**config.mk**
```make
export PLATFORM = sky130hd
export DESIGN_NAME = pipe_hazard_ctrl
export DESIGN_NICKNAME = d
export VERILOG_FILES = /design/src/rtl/pipe_hazard_ctrl.sv
export SDC_FILE = /design/constraint.sdc
export NUM_CORES = 1
export LEC_CHECK = 0
export ABC_AREA = 0
export CORE_UTILIZATION = 48
export DETAILED_ROUTE_END_ITERATION = 12
export PLACE_DENSITY = 0.79
export SLEW_MARGIN = 15
export SYNTH_ARGS = -nofsm -noshare
export SYNTH_HDL_FRONTEND = slang
export SYNTH_SLANG_ARGS = --single-unit
```
**constraint.sdc**
```tcl
create_clock -name clk -period 2.58 [get_ports clk]
set_input_delay 0.516 -clock clk [delete_from_list [all_inputs] [get_ports clk]]
set_output_delay 0.516 -clock clk [all_outputs]
set_load 0.005 [all_outputs]
```
**src/rtl/pipe_hazard_ctrl.sv**
```systemverilog
// Hazard/forwarding controller: shadow scoreboard of in-flight register writes behind ID,
// producing load-use stall, taken-branch flush, registered forwarding selects and debug counters.
module pipe_hazard_ctrl #(
    parameter int REG_AW    = 5,
    parameter int NSTAGE    = 3,
    parameter int LOAD_RDY  = 3,
    parameter int FLUSH_CYC = 1,
    parameter int CNT_W     = 16
) (
    input  logic                             clk,
    input  logic                             rst,
    input  logic                             id_valid,
    input  logic [REG_AW-1:0]                id_rs,
    input  logic [REG_AW-1:0]                id_rt,
    input  logic                             id_use_rs,
    input  logic                             id_use_rt,
    input  logic                             id_regwr,
    input  logic [REG_AW-1:0]                id_rw,
    input  logic                             id_load,
    input  logic                             ex_br_taken,
    output logic                             stall,
    output logic                             flush_ifid,
    output logic                             flush_idex,
    output logic [$clog2(NSTAGE+1)-1:0]      fwd_a,
    output logic [$clog2(NSTAGE+1)-1:0]      fwd_b,
    output logic [CNT_W-1:0]                 stall_cnt,
    output logic [CNT_W-1:0]                 flush_cnt
);

    localparam int SW = $clog2(NSTAGE + 1);
    localparam int FW = (FLUSH_CYC > 1) ? $clog2(FLUSH_CYC) : 1;

    localparam logic [0:0] ST_RUN   = 1'b0;
    localparam logic [0:0] ST_FLUSH = 1'b1;

    logic [NSTAGE:1]    sb_valid;
    logic [NSTAGE:1]    sb_load;
    logic [REG_AW-1:0]  sb_rw [1:NSTAGE];

    logic [0:0]         state;
    logic [FW-1:0]      fcnt;

    logic [SW-1:0]      sel_a, sel_b;
    logic               haz_a, haz_b;
    logic               flushing, raw_stall, advance;

    // Youngest matching producer wins; returns {load_use_hazard, forward_select}.
    function automatic logic [SW:0] lookup(input logic [REG_AW-1:0] r);
        logic          hit;
        logic [SW-1:0] sel;
        logic          haz;
        hit = 1'b0;
        sel = '0;
        haz = 1'b0;
        for (int k = 1; k <= NSTAGE; k++) begin
            if (!hit && r != '0 && sb_valid[k] && sb_rw[k] == r) begin
                hit = 1'b1;
                sel = (k + 1 > NSTAGE) ? '0 : SW'(k + 1);
                haz = sb_load[k] && (k + 1 < LOAD_RDY);
            end
        end
        return {haz, sel};
    endfunction

    always_comb begin
        {haz_a, sel_a} = lookup(id_rs);
        {haz_b, sel_b} = lookup(id_rt);
        flushing   = ex_br_taken || (state == ST_FLUSH);
        raw_stall  = id_valid && ((id_use_rs && haz_a) || (id_use_rt && haz_b));
        stall      = !rst && !flushing && raw_stall;
        flush_ifid = !rst && flushing;
        flush_idex = !rst && flushing;
        advance    = id_valid && !stall && !flushing;
    end

    // NOTE: destination/load payload is qualified by sb_valid, so it carries no reset.
    always_ff @(posedge clk) begin
        sb_rw[1]   <= id_rw;
        sb_load[1] <= id_load;
        for (int k = 2; k <= NSTAGE; k++) begin
            sb_rw[k]   <= sb_rw[k-1];
            sb_load[k] <= sb_load[k-1];
        end
    end

    always_ff @(posedge clk) begin
        if (rst) begin
            sb_valid  <= '0;
            state     <= ST_RUN;
            fcnt      <= '0;
            fwd_a     <= '0;
            fwd_b     <= '0;
            stall_cnt <= '0;
            flush_cnt <= '0;
        end else begin
            sb_valid <= {sb_valid[NSTAGE:1] << 1} | {{(NSTAGE-1){1'b0}}, advance && id_regwr};

            fwd_a <= advance ? sel_a : '0;
            fwd_b <= advance ? sel_b : '0;

            // A taken branch (re)arms the countdown whatever the current state.
            if (ex_br_taken) begin
                state <= ST_FLUSH;
                fcnt  <= FW'(FLUSH_CYC - 1);
            end else if (state == ST_FLUSH) begin
                if (fcnt == '0) state <= ST_RUN;
                else            fcnt  <= fcnt - 1'b1;
            end

            if (stall && stall_cnt != '1)
                stall_cnt <= stall_cnt + 1'b1;
            if (ex_br_taken && flush_cnt != '1)
                flush_cnt <= flush_cnt + 1'b1;
        end
    end

endmodule
```
==> impl_metrics.env <==
export IMPL_status="finished clean"
export IMPL_top_usage_layer="met2"
export IMPL_areaGrowthSynthToFinish_pct=39.8
export IMPL_regToRegSetupSlack_ns=0.54
export IMPL_core_area_sq_um=4500
export IMPL_cts_buffers=5
export IMPL_grt_usage=0.232
export IMPL_slew_violations=0
export IMPL_fill_cells=368
export IMPL_ir_drop_mv=0.288
export IMPL_grt_use_met2=0.392
export IMPL_setup_viol=0
export IMPL_use_met1=0.301
export IMPL_grt_pass1_wl_um=9250
export IMPL_synthCells=257
export IMPL_rsz0062_at_grt="false"
export IMPL_placed_area_sq_um=3130
export IMPL_htree_levels=2
export IMPL_dp_hpwl_um=4160
export IMPL_r2r_end="stall_cnt[9]"
export IMPL_cts_tree="done"
export IMPL_syn_area_sq_um=2320
export IMPL_fin_crit_sh=0.982
export IMPL_ctsHoldBuffers=0
export IMPL_dr_first_iter_drc_count=92
export IMPL_place_congestion=0.821
export IMPL_insertion_delay_ns=0.30
export IMPL_syn_mean_instance_area_sq_um=9.02
export IMPL_hold_viol_final=0
export IMPL_postLayoutCoreUtil=0.720
export IMPL_p_leak_nw=1.15
export IMPL_finalWirelength_um=5540
export IMPL_antenna_found_initial=0
export IMPL_fin_worst_skew_ns=0.0118
export IMPL_hold_end="sb_rw[0][13]"
export IMPL_io_pins=62
export IMPL_diodes=0
export IMPL_die_w_um=71.5
export IMPL_max_slew_margin=0.745
export IMPL_ys_seq_elements=50
export IMPL_endpoint_kind="primary output"
export IMPL_vias=2163
export IMPL_wl_per_cell_um=14.0
export IMPL_clock_sinks=50
export IMPL_crit_required_ns=2.06
export IMPL_powerDensity_nw_per_um2=426
export IMPL_finalCriticalPeriod_ns=2.53
export IMPL_port_buffer_count=61
export IMPL_layout_drive_gt1_share=0.128
export IMPL_grt_use_met3=0.0464
export IMPL_cap_violations=0
export IMPL_fmax_ghz=0.395
export IMPL_r2r_cells=8
export IMPL_clk_root_buffer_cell="clkbuf_8"
export IMPL_setup_slack_ns=0.0457
export IMPL_worst_ep_arrival_time_ns=2.02
export IMPL_crit_fanout=2
export IMPL_ys_warnings_count=0
export IMPL_first_pass_iters=4
export IMPL_clock_path_buffers=2
export IMPL_grt_max_degree=35
export IMPL_fin_nets=367
export IMPL_final_cell_mix="clkdlybuf4s50_1, dfxtp_1, nor2_1"
export IMPL_yosysSeqAreaShare=0.432
export IMPL_critical_path_class="in -> out"
export IMPL_ant_nets=0
export IMPL_grt_overflow=0
export IMPL_rows=24
export IMPL_r2r_start="sb_rw[0][9]"
export IMPL_startpoint_type="primary input"
export IMPL_initial_core_util=0.515
export IMPL_post_route_drc_count=0
export IMPL_tns_ns=0
export IMPL_worstHoldStart="sb_rw[0][8]"
export IMPL_die_area_sq_um=5110
export IMPL_tightest_slew_ns=0.381
export IMPL_die_y_um=71.5
export IMPL_first_global_vias=1982
export IMPL_clk_pin_slew_ns=0.09
export IMPL_synth_fp_nets=282
export IMPL_design_area_sq_um=3240
export IMPL_synth_distinct_cells=39
export IMPL_min_path_type="reg -> reg"
export IMPL_avgViaCountPerCell=5.48
export IMPL_pre_cts_ws_ns=-0.388
export IMPL_final_common_cell="clkdlybuf4s50_1"
export IMPL_holdPathStages=0
cells in the mapped netlist:
cell type  count  area [sq um]
nand2_1       15          56.3
buf_4          1          7.51
o21ba_2        1          10.0
o2111ai_1      1          8.76
or4_1          6          45.0
nand3_1       19          95.1
dfxtp_1       50          1000
or4_4          2          22.5
buf_6          1          11.3
xor2_1        14           123
o211ai_2       3          37.5
or3_1         11          68.8
inv_1          7          26.3
a311oi_1       1          8.76
and4_1         1          8.76
nor2_1        29           109
and3_1         4          25.0
xnor2_1       21           184
o21ai_4        1          16.3
mux2i_1        2          20.0
nor4b_4        1          23.8
nor3_1         3          15.0
inv_2          1          3.75
or2_1          1          6.26
nor2b_1        2          12.5
o211ai_1       1          7.51
o41ai_1        1          8.76
and2_1         3          18.8
buf_2          1          5.00
a21oi_1       17          85.1
or2_2          2          12.5
a211oi_1       4          30.0
nor4_1         1          6.26
clkbuf_1       4          15.0
o31ai_1        4          30.0
nand4_1        9          56.3
o21ai_0        8          40.0
ha_1           2          25.0
nor3_4         2          32.5
report_power, final:
part | internal [mW] | switching (mW) | leakage, nW
sequential | 0.785 | 0.0151 | 0.408
clock | 0.192 | 0.249 | 0.0452
combinational | 0.0809 | 0.0602 | 0.700
total | 1.06 | 0.325 | 1.15
through the flow:
| stage | power (mW) | std cells | hold slack [ns] |
|---|---|---|---|
| after floorplan | 0.875 | 257 | 0.375 |
| after global placement | 0.949 | 385 | 0.382 |
| after detailed placement | 0.953 | 385 | 0.386 |
| after CTS | 1.39 | 395 | 0.404 |
| after global routing | 1.45 | 395 | 0.416 |
| final | 1.38 | 395 | 0.402 |
critical path, cell delays in order:
cell and delay (ns):
dlygate4sd2_1 0.25, or4_4 0.55, o211ai_4 0.24, nor3_4 0.07, o21ai_4 0.16, inv_2 0.05
clkdlybuf4s15_1 0.19
cells by family (layout without fill, tap and decap cells):
logic type | after synthesis | in the layout | share of synthesized area
simple gates | 111 | 111 | 0.265
flops | 50 | 50 | 0.432
compound gates | 42 | 42 | 0.122
xor+xnor | 35 | 35 | 0.132
buf+inv | 15 | 101 | 0.0297
fa+ha+maj | 2 | 2 | 0.0108
mux | 2 | 2 | 0.00863
per-layer routing:
metal	wire length, um	vias to the layer above
li1	-	1083
met1	2490	1021
met2	2740	53
met3	266	6
met4	44	0
met5	0	-
worst max path at each step:
stage / slack (ns) / startpoint / cells past startpoint / to
after floorplan: 0.45 / id_rt[1] / 5 / stall
after global placement: -0.35 / id_rt[1] / 7 / stall
after detailed placement: -0.39 / id_rs[1] / 7 / stall
after CTS: 0.04 / id_rs[3] / 7 / stall
after global routing: 0.01 / id_rs[3] / 7 / stall
final: 0.05 / id_rs[3] / 7 / stall
timing repair:
item	4_1_cts	5_1_grt
setup endpoints to repair	1	0
setup buffers	2	0
gates resized for setup	12	0
final cells by class:
| cell class | count | area (sq um) | share of cell area |
|---|---|---|---|
| repair buffers | 85 | 793 | 0.245 |
| multi-input cells | 192 | 1270 | 0.391 |
| flip-flops and latches | 50 | 1000 | 0.309 |
| clock inverters | 2 | 13.8 | 0.00425 |
| clock buffers | 6 | 72.6 | 0.0224 |
| well taps | 52 | 65.1 | 0.0201 |
| inverters | 8 | 30.0 | 0.00926 |
sequential cells by signal, indices dropped and copies added (netlist names):
register,cells
stall_cnt,16
fwd_a,2
state,1
flush_cnt,16
sb_load,1
sb_rw,10
sb_valid,2
fwd_b,2
Note: power is estimated with default switching activity, not from simulation.
